==> config.mk <==
export PLATFORM = sky130hd
export DESIGN_NAME = instr_fetch_flat
export DESIGN_NICKNAME = d
export VERILOG_FILES = /design/src/rtl/cpu_pkg.sv /design/src/rtl/instr_fetch_if.sv /design/src/rtl/fetch_fifo.sv /design/src/rtl/instr_fetch.sv /design/src/flat_wrapper.sv
export SDC_FILE = /design/constraint.sdc
export NUM_CORES = 1
export LEC_CHECK = 0
export ABC_AREA = 1
export BUFFER_PORTS_ARGS = -buffer_cell sky130_fd_sc_hd__clkbuf_2
export CORE_MARGIN = 3
export CORE_UTILIZATION = 40
export DETAILED_ROUTE_END_ITERATION = 8
export PLACE_DENSITY_LB_ADDON = 0.05
export RECOVER_POWER = 25
export SLEW_MARGIN = 5
export SYNTH_ARGS = -nofsm -noshare
export SYNTH_HDL_FRONTEND = slang
export SYNTH_SLANG_ARGS = --single-unit
==> constraint.sdc <==
create_clock -name clk -period 3.13 [get_ports clk]
set_input_delay 0.313 -clock clk [delete_from_list [all_inputs] [get_ports clk]]
set_output_delay 0.313 -clock clk [all_outputs]
set_load 0.03 [all_outputs]
==> src/rtl/cpu_pkg.sv <==
// Shared fetch-path constants and the fetch queue entry type.
package cpu_pkg;

    localparam int unsigned ADDR_W  = 8;
    localparam int unsigned INSTR_W = 16;

    localparam logic [ADDR_W-1:0] RESET_PC = '0;

    typedef struct packed {
        logic [INSTR_W-1:0] instr;
        logic [ADDR_W-1:0]  pc;
    } fetch_entry_t;

endpackage

==> src/rtl/instr_fetch_if.sv <==
// ROM read port, decode handshake and redirect bundle of the fetch stage.
interface instr_fetch_if #(
    parameter int unsigned ADDR_W  = cpu_pkg::ADDR_W,
    parameter int unsigned INSTR_W = cpu_pkg::INSTR_W
);

    logic               o_rom_rd;
    logic [ADDR_W-1:0]  o_rom_raddr;
    logic [INSTR_W-1:0] i_rom_rdata;
    logic [INSTR_W-1:0] o_instr;
    logic [ADDR_W-1:0]  o_pc;
    logic               o_instr_valid;
    logic               i_dec_ready;
    logic               i_redirect;
    logic [ADDR_W-1:0]  i_redirect_pc;

    modport master (
        output o_rom_rd,
        output o_rom_raddr,
        input  i_rom_rdata,
        output o_instr,
        output o_pc,
        output o_instr_valid,
        input  i_dec_ready,
        input  i_redirect,
        input  i_redirect_pc
    );

    modport slave (
        input  o_rom_rd,
        input  o_rom_raddr,
        output i_rom_rdata,
        input  o_instr,
        input  o_pc,
        input  o_instr_valid,
        output i_dec_ready,
        output i_redirect,
        output i_redirect_pc
    );

endinterface

==> src/rtl/fetch_fifo.sv <==
// Two-entry synchronous FIFO with registered head and flush.
module fetch_fifo
    import cpu_pkg::*;
#(
    parameter type T = fetch_entry_t
) (
    input  logic       clk,
    input  logic       rst,
    input  logic       flush_i,
    input  logic       push_i,
    input  T           data_i,
    input  logic       pop_i,
    output T           data_o,
    output logic       valid_o,
    output logic [1:0] count_o
);

    T           mem_q [2];
    logic       rptr_q, rptr_d;
    logic       wptr_q, wptr_d;
    logic [1:0] count_q, count_d;
    logic       pop_ok, push_ok;

    assign pop_ok  = pop_i & (count_q != 2'd0);
    assign push_ok = push_i & ((count_q != 2'd2) | pop_ok);

    always_comb begin
        rptr_d  = rptr_q ^ pop_ok;
        wptr_d  = wptr_q ^ push_ok;
        count_d = count_q;
        unique case (1'b1)
            push_ok & ~pop_ok: count_d = count_q + 2'd1;
            pop_ok & ~push_ok: count_d = count_q - 2'd1;
            default:           count_d = count_q;
        endcase
    end

    always_ff @(posedge clk) begin
        if (rst) begin
            mem_q[0] <= '0;
            mem_q[1] <= '0;
            rptr_q   <= 1'b0;
            wptr_q   <= 1'b0;
            count_q  <= 2'd0;
        end else if (flush_i) begin
            rptr_q   <= 1'b0;
            wptr_q   <= 1'b0;
            count_q  <= 2'd0;
        end else begin
            if (push_ok) begin
                mem_q[wptr_q] <= data_i;
            end
            rptr_q  <= rptr_d;
            wptr_q  <= wptr_d;
            count_q <= count_d;
        end
    end

    assign data_o  = mem_q[rptr_q];
    assign valid_o = (count_q != 2'd0);
    assign count_o = count_q;

endmodule

==> src/rtl/instr_fetch.sv <==
// Fetch stage: PC, ROM read issue, in-flight tracking and decode queue.
module instr_fetch #(
    parameter int unsigned       ADDR_W   = cpu_pkg::ADDR_W,
    parameter int unsigned       INSTR_W  = cpu_pkg::INSTR_W,
    parameter logic [ADDR_W-1:0] RESET_PC = cpu_pkg::RESET_PC
) (
    input logic         clk,
    input logic         rst,
    instr_fetch_if.master bus
);

    import cpu_pkg::*;

    logic [ADDR_W-1:0] pc_q, pc_d;
    logic [ADDR_W-1:0] infl_pc_q, infl_pc_d;
    logic              inflight_q;
    logic [ADDR_W-1:0] raddr;
    logic [2:0]        occ;
    logic              issue, push, pop;
    logic              head_valid;
    logic [1:0]        count;
    fetch_entry_t      head, entry;

    assign pop   = ~rst & head_valid & bus.i_dec_ready;
    assign occ   = {1'b0, count} + {2'b00, inflight_q};
    // occ >= pop always holds, since pop needs a non-empty queue
    assign issue = ~rst &
                   (bus.i_redirect | ((occ - {2'b00, pop}) < 3'd2));
    assign raddr = bus.i_redirect ? bus.i_redirect_pc : pc_q;
    assign push  = inflight_q & ~bus.i_redirect;

    assign pc_d      = issue ? raddr + ADDR_W'(1) : pc_q;
    assign infl_pc_d = issue ? raddr : infl_pc_q;

    always_comb begin
        entry       = '0;
        entry.instr = bus.i_rom_rdata;
        entry.pc    = infl_pc_q;
    end

    always_ff @(posedge clk) begin
        if (rst) begin
            pc_q       <= RESET_PC;
            infl_pc_q  <= '0;
            inflight_q <= 1'b0;
        end else begin
            pc_q       <= pc_d;
            infl_pc_q  <= infl_pc_d;
            inflight_q <= issue;
        end
    end

    fetch_fifo #(
        .T (fetch_entry_t)
    ) u_fifo (
        .clk     (clk),
        .rst     (rst),
        .flush_i (bus.i_redirect),
        .push_i  (push),
        .data_i  (entry),
        .pop_i   (pop),
        .data_o  (head),
        .valid_o (head_valid),
        .count_o (count)
    );

    assign bus.o_rom_rd      = issue;
    assign bus.o_rom_raddr   = raddr;
    assign bus.o_instr_valid = ~rst & head_valid;
    assign bus.o_instr       = rst ? {INSTR_W{1'b0}} : head.instr;
    assign bus.o_pc          = rst ? {ADDR_W{1'b0}} : head.pc;

endmodule

==> src/flat_wrapper.sv <==
// flat-port wrapper written by rule: the top's interface ports become plain ports
module instr_fetch_flat import cpu_pkg::*;
#(
    parameter int unsigned       ADDR_W   = cpu_pkg::ADDR_W,
    parameter int unsigned       INSTR_W  = cpu_pkg::INSTR_W,
    parameter logic [ADDR_W-1:0] RESET_PC = cpu_pkg::RESET_PC
)
  (clk, rst, bus_o_rom_rd, bus_o_rom_raddr, bus_i_rom_rdata, bus_o_instr, bus_o_pc, bus_o_instr_valid, bus_i_dec_ready, bus_i_redirect, bus_i_redirect_pc);
  instr_fetch_if #(.ADDR_W(ADDR_W), .INSTR_W(INSTR_W)) bus_i ();
  input logic clk;
  input logic rst;
  output wire logic [$bits(bus_i.o_rom_rd)-1:0] bus_o_rom_rd;
  output wire logic [$bits(bus_i.o_rom_raddr)-1:0] bus_o_rom_raddr;
  input wire logic [$bits(bus_i.i_rom_rdata)-1:0] bus_i_rom_rdata;
  output wire logic [$bits(bus_i.o_instr)-1:0] bus_o_instr;
  output wire logic [$bits(bus_i.o_pc)-1:0] bus_o_pc;
  output wire logic [$bits(bus_i.o_instr_valid)-1:0] bus_o_instr_valid;
  input wire logic [$bits(bus_i.i_dec_ready)-1:0] bus_i_dec_ready;
  input wire logic [$bits(bus_i.i_redirect)-1:0] bus_i_redirect;
  input wire logic [$bits(bus_i.i_redirect_pc)-1:0] bus_i_redirect_pc;
  assign bus_o_rom_rd = bus_i.o_rom_rd;
  assign bus_o_rom_raddr = bus_i.o_rom_raddr;
  assign bus_i.i_rom_rdata = bus_i_rom_rdata;
  assign bus_o_instr = bus_i.o_instr;
  assign bus_o_pc = bus_i.o_pc;
  assign bus_o_instr_valid = bus_i.o_instr_valid;
  assign bus_i.i_dec_ready = bus_i_dec_ready;
  assign bus_i.i_redirect = bus_i_redirect;
  assign bus_i.i_redirect_pc = bus_i_redirect_pc;
  instr_fetch #(.ADDR_W(ADDR_W), .INSTR_W(INSTR_W), .RESET_PC(RESET_PC)) u_core (.clk(clk), .rst(rst), .bus(bus_i));
endmodule
==> results.json, run 1 <==
{
  "start_util": 0.4156,
  "clk_latency_ns": 0.33,
  "dpl_worst_slack_ns": 0.1995,
  "startpoint_type": "flop",
  "grt_setup_unrepaired": "no",
  "tightest_slew_ns": 1.295,
  "crit_buf_inv": 4,
  "routed_wl_um": 6646,
  "cp-end-kind": "output pin",
  "fin_setup_tns_ns": 0,
  "syn_area_mm2": 0.003228,
  "layout_common_cells": "nor2_1, clkbuf_2, nand2_1",
  "grt_pass1_wl_um": 10650,
  "finalSetupViolCount": 0,
  "gp_congestion": 0.7994,
  "holdWs_ns": 0.2510,
  "rows": 32,
  "synthCells": 361,
  "syn_avg_cell_area_um2": 8.942,
  "wl_per_cell_um": 12.38,
  "period_minus_slack_ns": 2.940,
  "cap_violations": 0,
  "core_region_area_mm2": 0.007767,
  "io_buffers": 61,
  "hold_class": "in2reg",
  "status": "finished, final reports clean",
  "clockBufferDepth": 2,
  "synth_seq_cells": 69,
  "crit_type": "reg2out",
  "worst_path_dominant_cell_family": "simple AND/OR/NAND/NOR gates",
  "track_usage": 0.1514,
  "slew_violations": 0,
  "die_w_um": 95.84,
  "numCtsBuffers": 9,
  "syn_nets": 392,
  "fin_util": 0.4966,
  "drc_errors": 0,
  "path_clk_slew_ns": 0.07,
  "clk_root_buffer_cell": "clkbuf_8",
  "path_cells": "inv_4 -> nand2_1 -> nand3_4 -> inv_1 -> ha_1 -> or2_2 -> fa_1 -> nand3_1 -> nand2_2 -> nand2_2 -> inv_4 -> buf_6",
  "grt_pass1_vias": 2317,
  "setup_slack_ns": 0.1904,
  "via_count": 2486,
  "synth-seq-area-share": 0.5767,
  "arrival_ns": 2.63,
  "cts_hold_buf": 0,
  "antenna_found_initial": 0,
  "ios": 62,
  "skew_ns": 0.004378,
  "fin_crit_sh": 0.9392,
  "die_h_um": 95.84,
  "max_freq_mhz": 340.2,
  "htree_levels": 3,
  "cp_slowest_cell": "fa_1",
  "total_leakage_power_nw": 1.785,
  "ys_types": 30,
  "final_nets": 461,
  "postLayoutCellArea_mm2": 0.003857,
  "ant_nets": 0,
  "yosysWarnings": 0,
  "power_density_mw_per_mm2": 538.6,
  "grt_max_degree": 31,
  "cts.sinks": 69,
  "final_common_cell": "nor2_1",
  "antenna_cells": 0,
  "dieArea_mm2": 0.009184,
  "dp.cells": 517,
  "p_total_mw": 2.078,
  "hold_viol": 0,
  "ir_drop_uv": 231.0,
  "dpl-instance-area_mm2": 0.003627,
  "first_pass_iters": 4,
  "drive_gt1_frac": 0.2644,
  "worstPathRequired_ns": 2.82,
  "instances_no_fill": 537,
  "hpwl_um": 4241,
  "relSlewSlack": 0.1343,
  "area_delta_synth_final_pct": 19.50,
  "first_iter_violations": 66,
  "fill_cells": 774,
  "grt-ovfl-total": 0,
  "viasPerCell": 4.629,
  "critical-path-max-stage-delay_ns": 0.54,
  "tritoncts": "built",
  "worst-path-max-fanout": 6
}
-- registers in the layout, indices dropped and copies added, names as in the netlist --
signal,count
u_core.infl_pc_q,8
u_core.u_fifo.rptr_q,1
u_core.inflight_q,1
u_core.u_fifo.count_o,2
u_core.u_fifo.wptr_q,1
u_core.u_fifo.mem_q,48
u_core.pc_q,8
-- cells in the mapped netlist --
cell type,count,share of area
nand4_2,1,0.0039
nand3_4,1,0.0054
nand2_1,53,0.062
o21ai_0,35,0.054
a21oi_1,5,0.0078
nand3b_2,1,0.0035
xor2_1,1,0.0027
inv_2,3,0.0035
clkbuf_1,6,0.0070
or2_2,4,0.0078
fa_1,1,0.0062
o22ai_1,5,0.0097
dfxtp_1,21,0.13
inv_1,39,0.045
o21bai_1,1,0.0023
buf_4,1,0.0023
nand2_2,1,0.0019
o21ai_2,1,0.0027
nor2_1,89,0.10
nand2_4,1,0.0035
clkinv_1,1,0.0012
ha_1,2,0.0078
buf_6,3,0.010
nor2_4,1,0.0035
a21boi_0,1,0.0023
edfxtp_1,48,0.45
nand3_1,12,0.019
nor2_2,19,0.037
buf_2,3,0.0046
nand3_2,1,0.0031
-- report_power, final --
| group | internal (mW) | leakage (nW) | total [mW] | switching (mW) |
|---|---|---|---|---|
| clock network | 0.446 | 0.107 | 0.767 | 0.322 |
| logic | 0.0790 | 1.00 | 0.265 | 0.186 |
| registers | 1.03 | 0.677 | 1.05 | 0.0158 |
-- logic make-up after synthesis --
group           synth area share
simple gates              0.2531
flops                     0.5767
buf+inv                  0.07442
compound gates           0.07907
fa+ha+maj                0.01395
xor+xnor                0.002714
-- layer usage --
metal  global-route usage  vias to the layer above  share of wire
li1                     -                     1299              -
met1               0.2009                     1124           0.48
met2               0.2420                       55           0.46
met3              0.02658                        8          0.040
met4              0.06754                        0          0.013
met5                    0                        -              0
-- layout make-up --
| type | instances | area (µm²) | area share |
|---|---|---|---|
| flip-flops and latches | 69 | 1867 | 0.4839 |
| multi-input cells | 236 | 1116 | 0.2893 |
| repair buffers | 71 | 374.1 | 0.09698 |
| inverters | 43 | 166.4 | 0.04314 |
| clock buffers | 11 | 131.4 | 0.03406 |
| well taps | 102 | 127.6 | 0.03308 |
| clock inverters | 5 | 75.07 | 0.01946 |
-- worst reg2reg max path: stages (launching register included) --
cell	delay, ns
dfxtp_4	0.37
inv_4	0.07
nand2_1	0.08
nand3_4	0.08
inv_1	0.04
ha_1	0.25
or2_2	0.31
fa_1	0.54
nand3_1	0.11
nand2_2	0.13
nand2_2	0.09
buf_4	0.18
nor2_1	0.12
nand2_1	0.07
nand3_1	0.08
-- worst paths after layout --
kind              depth (start not counted)  slack, ns                           to                                   from
setup / recovery                         12       0.19                 bus_o_rom_rd  u_core.u_fifo.count_o[1]$_SDFFE_PP0P_
hold / removal                            2       0.25  u_core.pc_q[2]$_SDFFE_PP0P_                                    rst
setup reg to reg                         14       0.57  u_core.pc_q[6]$_SDFFE_PP0P_  u_core.u_fifo.count_o[1]$_SDFFE_PP0P_
hold reg to reg                           2       0.45  u_core.pc_q[5]$_SDFFE_PP0P_            u_core.pc_q[5]$_SDFFE_PP0P_
-- timing repair --
action,CTS,global route
setup buffers,0,4
gates resized for setup,5,6
gates cloned,0,0
pin swaps,0,1
endpoints found under the setup margin,1,1
Note: power is estimated with default switching activity, not from simulation.
==> inputs of run 2 (changes only) <==
--- a/config.mk
+++ b/config.mk
@@ -7,6 +7,8 @@
 export LEC_CHECK = 0
 export ABC_AREA = 1
 export BUFFER_PORTS_ARGS = -buffer_cell sky130_fd_sc_hd__clkbuf_2
+export CELL_PAD_IN_SITES_DETAIL_PLACEMENT = 0
+export CELL_PAD_IN_SITES_GLOBAL_PLACEMENT = 1
 export CORE_MARGIN = 3
 export CORE_UTILIZATION = 40
 export DETAILED_ROUTE_END_ITERATION = 8
==> run 2 against run 1 <==
Effect of this change: core utilization rose by 0.45 points; cell count grew 0.19%; critical path type unchanged; register-to-register slack got worse by 0.06 ns; worst hold slack worse by 0.0095 ns; cell area increased by 0.91%; largest cell class unchanged; combinational power increased by 3%; global-route usage rose by 0.46 points; sequential share of layout area shrank 0.47 points; via count decreased by 0.16%; clock skew increased by 0.0049 ns; sequential cell count unchanged; non-clock buffer count is 1 higher.
==> results.json, run 2 (synthesized netlist as in run 1, its figures left out) <==
{
  "status": "finished, final reports clean",
  "layout_common_cells": "nor2_1, clkbuf_2, nand2_1",
  "path_cells": "inv_4 -> nand2_1 -> nand3_4 -> inv_1 -> ha_1 -> or2_2 -> fa_2 -> nand3_2 -> nand2_2 -> nand2_4 -> inv_8 -> buf_6",
  "grt_pass1_wl_um": 10980,
  "grt_pass1_vias": 2332,
  "track_usage": 0.1560,
  "rows": 32,
  "start_util": 0.4156,
  "core_region_area_mm2": 0.007767,
  "tightest_slew_ns": 1.301,
  "ff2ff_path_depth": 14,
  "hold_viol": 0,
  "area_delta_synth_final_pct": 20.58,
  "dpl-instance-area_mm2": 0.003640,
  "wl_per_cell_um": 12.63,
  "cp-end-kind": "output pin",
  "grt_max_degree": 31,
  "reg2reg_slack_ns": 0.51,
  "fin_crit_sh": 0.9505,
  "startpoint_type": "flop",
  "tritoncts": "built",
  "hpwl_um": 4329,
  "biggestRegsByFlops": "u_core.u_fifo.mem_q (48), u_core.infl_pc_q (8), u_core.pc_q (8)",
  "slew_violations": 0,
  "finalSetupViolCount": 0,
  "arrival_ns": 2.66,
  "htree_levels": 3,
  "grt-ovfl-total": 0,
  "via_count": 2482,
  "relSlewSlack": 0.1302,
  "power_density_mw_per_mm2": 522.8,
  "r2r-end": "u_core.pc_q[6]$_SDFFE_PP0P_",
  "fin_setup_tns_ns": 0,
  "worst_path_dominant_cell_family": "adder cells",
  "clk_root_buffer_cell": "clkbuf_8",
  "routed_wl_um": 6797,
  "gp_congestion": 0.7789,
  "cap_violations": 0,
  "ios": 62,
  "first_iter_violations": 100,
  "die_h_um": 95.84,
  "clk_latency_ns": 0.33,
  "setup_slack_ns": 0.1548,
  "antenna_found_initial": 0,
  "path_clk_slew_ns": 0.07,
  "met3_length_um": 265,
  "largest_register_ffs": 48,
  "top_layer": "met4",
  "dpl_worst_slack_ns": 0.1885,
  "numCtsBuffers": 9,
  "whs_path_depth": 2,
  "ir_drop_uv": 262.7,
  "clockBufferDepth": 2,
  "final_common_cell": "nor2_1",
  "hold_class": "in2reg",
  "period_minus_slack_ns": 2.975,
  "grt_setup_unrepaired": "no",
  "total_leakage_power_nw": 1.792,
  "viasPerCell": 4.613,
  "cts.sinks": 69,
  "cp_slowest_cell": "fa_2",
  "largest-register": "u_core.u_fifo.mem_q",
  "worst-path-max-fanout": 7,
  "critical-path-max-stage-delay_ns": 0.57,
  "first_pass_iters": 4,
  "dr_wl_met2_um": 3274,
  "timing.rr.start": "u_core.u_fifo.count_o[1]$_SDFFE_PP0P_",
  "die_w_um": 95.84,
  "min_to": "u_core.pc_q[2]$_SDFFE_PP0P_",
  "dieArea_mm2": 0.009184,
  "drc_errors": 0,
  "skew_ns": 0.009294,
  "final_nets": 462,
  "postLayoutCellArea_mm2": 0.003892,
  "max_freq_mhz": 336.1,
  "io_buffers": 61,
  "crit_cells": 12,
  "crit_type": "reg2out",
  "drive_gt1_frac": 0.2775,
  "ant_nets": 0,
  "holdWs_ns": 0.2414,
  "met1Wirelength_um": 3166,
  "worstPathRequired_ns": 2.82,
  "crit_buf_inv": 4,
  "antenna_cells": 0,
  "worstHoldStart": "rst"
}
-- run 2: layer usage --
| metal | track usage | vias to the layer above |
|---|---|---|
| met2 | 0.2658 | 48 |
| met1 | 0.1987 | 1128 |
| li1 | - | 1299 |
| met5 | 0 | - |
| met3 | 0.02189 | 7 |
| met4 | 0.06398 | 0 |
-- run 2: final cells by class --
class | instances | area [µm²]
Clock buffer | 9 | 123.9
Inverter | 43 | 171.4
Tap cell | 102 | 127.6
Timing Repair Buffer | 72 | 400.4
Multi-Input combinational cell | 236 | 1129
Fill cell | 789 | 3875
Sequential cell | 69 | 1866
Clock inverter | 7 | 75.07
-- run 2: where the power goes --
part | internal, mW | switching [mW] | total [mW]
logic | 0.0832 | 0.190 | 0.273
clock network | 0.370 | 0.346 | 0.716
registers | 1.03 | 0.0158 | 1.05
-- run 2: how the worst max path moves through the flow --
stage	start	endpoint
floorplan	u_core.u_fifo.count_o[1]$_SDFFE_PP0P_	bus_o_rom_rd
global placement	u_core.u_fifo.count_o[1]$_SDFFE_PP0P_	bus_o_rom_rd
detailed placement	u_core.u_fifo.count_o[1]$_SDFFE_PP0P_	bus_o_rom_rd
CTS	u_core.u_fifo.count_o[0]$_SDFFE_PP0P_	bus_o_rom_rd
global route	u_core.u_fifo.count_o[1]$_SDFFE_PP0P_	bus_o_rom_rd
finish	u_core.u_fifo.count_o[1]$_SDFFE_PP0P_	bus_o_rom_rd
-- run 2: metrics by stage --
stage	std cells	power [mW]	utilization
4_1_cts	533	2.052	0.4953
2_1_floorplan	361	1.249	-
3_3_place_gp	517	1.331	0.4686
6_report	538	2.035	0.5011
3_5_place_dp	517	1.334	0.4686
5_1_grt	538	2.117	0.5011
-- run 2: timing repair --
| item | CTS | global route |
|---|---|---|
| endpoints found under the setup margin | 1 | 1 |
| hold buffers | 0 | 0 |
| pin swaps | 0 | 2 |
| gates cloned | 0 | 0 |
| gates resized for setup | 5 | 10 |
| buffers inserted | 0 | 5 |
==> inputs of run 3 (changes only) <==
--- a/config.mk
+++ b/config.mk
@@ -5,7 +5,6 @@
 export SDC_FILE = /design/constraint.sdc
 export NUM_CORES = 1
 export LEC_CHECK = 0
-export ABC_AREA = 1
 export BUFFER_PORTS_ARGS = -buffer_cell sky130_fd_sc_hd__clkbuf_2
 export CELL_PAD_IN_SITES_DETAIL_PLACEMENT = 0
 export CELL_PAD_IN_SITES_GLOBAL_PLACEMENT = 1
==> run 3 against run 2 <==
Effect of this change: the run now ends with capacitance limit, slew limit left; fmax grew 1.1%; sequential cell count unchanged; worst setup slack gained 0.032 ns; die area up 4.0%; global-route usage down 0.97 points; critical path depth is 3 lower; cell count shrank 15%; core utilization fell by 0.44 points; cell area rose by 1.2%; register-to-register slack got worse by 0.06 ns; routed wire length down 3.0%; critical path type unchanged.
==> results.json, run 3 <==
{
  "status": "complete, but fails checks",
  "violations": "capacitance limit, slew limit",
  "period_minus_slack_ns": 2.943,
  "grt_pass1_wl_um": 11170,
  "largest_register_ffs": 48,
  "cap_violations": 1,
  "synth_async_sr_flop_share": 0,
  "yosysWarnings": 0,
  "final_nets": 380,
  "tightest_slew_ns": 1.561,
  "power_density_mw_per_mm2": 539.7,
  "path_clk_slew_ns": 0.08,
  "dpl-instance-area_mm2": 0.003731,
  "p_total_mw": 2.125,
  "cts_hold_buf": 0,
  "hold_class": "in2reg",
  "clk_root_buffer_cell": "clkbuf_8",
  "total_leakage_power_nw": 1.616,
  "grt_setup_unrepaired": "no",
  "largest-register": "u_core.u_fifo.mem_q",
  "die_w_um": 97.73,
  "timing.rr.start": "u_core.u_fifo.count_o[0]$_SDFFE_PP0P_",
  "ys_types": 41,
  "rows": 32,
  "ir_drop_uv": 353.6,
  "clockBufferDepth": 2,
  "wl_per_cell_um": 14.45,
  "ys.flop_type": "edfxtp_1",
  "crit_start": "u_core.u_fifo.count_o[0]$_SDFFE_PP0P_",
  "viasPerCell": 4.862,
  "htree_levels": 3,
  "syn_nets": 318,
  "grt-ovfl-total": 0,
  "worstHoldStart": "bus_i_rom_rdata[10]",
  "first_pass_iters": 4,
  "antenna_cells": 0,
  "first_iter_violations": 59,
  "synth_top_cells_by_count": "and2_1, edfxtp_1, nor2_1",
  "core_region_area_mm2": 0.007928,
  "slew_violations": 26,
  "routed_wl_um": 6590,
  "relSlewSlack": -0.04242,
  "ios": 62,
  "track_usage": 0.1463,
  "grt_max_degree": 43,
  "tritoncts": "built",
  "synth.most_common_cell": "and2_1",
  "crit_end": "bus_o_rom_rd",
  "arrival_ns": 2.63,
  "start_util": 0.4246,
  "io_buffers": 61,
  "holdWs_ns": 0.2527,
  "syn_avg_cell_area_um2": 11.73,
  "whs_path_depth": 2,
  "drive_gt1_frac": 0.2768,
  "worst-path-max-fanout": 7,
  "fin_crit_sh": 0.9402,
  "max_freq_mhz": 339.8,
  "ff2ff_path_depth": 10,
  "netlist_top_cells_area": "edfxtp_1, dfxtp_1, and2_1",
  "synth-seq-area-share": 0.5532,
  "antenna_found_initial": 0,
  "ant_nets": 0,
  "layout_common_cells": "clkbuf_2, edfxtp_1, and2_1",
  "synthCells": 287,
  "final_common_cell": "clkbuf_2",
  "startpoint_type": "flop",
  "hpwl_um": 4261,
  "postLayoutCellArea_mm2": 0.003938,
  "via_count": 2217,
  "cts.sinks": 69,
  "clk_latency_ns": 0.34,
  "area_delta_synth_final_pct": 16.99,
  "skew_ns": 0.01171,
  "drc_errors": 0,
  "dieArea_mm2": 0.009551,
  "fin_setup_tns_ns": 0,
  "synth_top_area_share": 0.4283,
  "crit_type": "reg2out",
  "yosysTopAreaCell": "edfxtp_1",
  "syn_area_mm2": 0.003366,
  "numCtsBuffers": 9,
  "synth_edf_count": 48,
  "grt_pass1_vias": 2252,
  "r2r-end": "u_core.pc_q[7]$_SDFFE_PP0P_",
  "finalSetupViolCount": 0,
  "reg2reg_slack_ns": 0.45,
  "worstPathRequired_ns": 2.82,
  "gp_congestion": 0.7675,
  "die_h_um": 97.73,
  "biggestRegsByFlops": "u_core.u_fifo.mem_q (48), u_core.infl_pc_q (8), u_core.pc_q (8)",
  "hold_viol": 0,
  "cp-end-kind": "output pin",
  "synth_seq_cells": 69
}
run 3: worst min-delay path by stage:
stage / slack [ns] / end
floorplan: 0.44 / u_core.pc_q[6]$_SDFFE_PP0P_
global placement: 0.45 / u_core.pc_q[6]$_SDFFE_PP0P_
detailed placement: 0.46 / u_core.pc_q[6]$_SDFFE_PP0P_
CTS: 0.24 / u_core.u_fifo.mem_q[1][10]$_SDFFCE_PN0P_
global route: 0.25 / u_core.u_fifo.mem_q[1][23]$_SDFFCE_PN0P_
finish: 0.25 / u_core.u_fifo.mem_q[1][18]$_SDFFCE_PN0P_
run 3: kinds of logic after synthesis:
| family | count (synthesis) | share of synthesized area |
|---|---|---|
| AND/OR/NAND/NOR | 120 | 0.1941 |
| flip-flops | 69 | 0.5532 |
| multiplexers | 34 | 0.1063 |
| buffers and inverters | 28 | 0.04609 |
| AO/OA/AOI/OAI | 23 | 0.05874 |
| XOR/XNOR | 10 | 0.02826 |
| adder cells (fa/ha/maj) | 3 | 0.01338 |
run 3: cell type report:
type	instances	area (µm²)
Timing Repair Buffer	68	356.6
Sequential cell	69	1863
Fill cell	763	3990
Multi-Input combinational cell	190	1326
Inverter	11	41.29
Tap cell	102	127.6
Clock inverter	7	98.84
Clock buffer	9	123.9
run 3: critical path: stages, from the launching register on:
cell and delay (ns):
dfxtp_2 0.36, o21ba_2 0.22, and2_1 0.18, ha_1 0.26, nand2b_1 0.17, fa_2 0.61, a21o_1 0.15, nand2_2 0.10
inv_1 0.08, clkbuf_4 0.18
run 3: what timing repair did:
| action | in CTS | in global routing |
|---|---|---|
| buffers inserted | 0 | 1 |
| endpoints found under the setup margin | 1 | 1 |
| pin swaps | 1 | 1 |
| gates resized for setup | 3 | 1 |
run 3: through the flow:
| stage | worst slack [ns] | util | instances |
|---|---|---|---|
| after global routing | 0.01823 | 0.4967 | 456 |
| after floorplan | 0.1906 | - | 287 |
| final | 0.1873 | 0.4967 | 456 |
| after detailed placement | 0.3378 | 0.4706 | 439 |
| after global placement | 0.3779 | 0.4706 | 439 |
| after CTS | 0.03612 | 0.4995 | 455 |
run 3: power by group:
| part | total [mW] | switching [mW] | internal (mW) |
|---|---|---|---|
| Clock | 0.802 | 0.350 | 0.452 |
| Sequential | 1.06 | 0.0284 | 1.03 |
| Combinational | 0.263 | 0.169 | 0.0931 |
| Total | 2.12 | 0.548 | 1.58 |
run 3: per-layer routing:
metal | global-route usage | part of all wire | vias up
met1 | 0.1929 | 0.47 | 1045
met5 | 0 | 0 | -
met2 | 0.2399 | 0.48 | 40
li1 | - | - | 1121
met3 | 0.02429 | 0.030 | 11
met4 | 0.06070 | 0.019 | 0
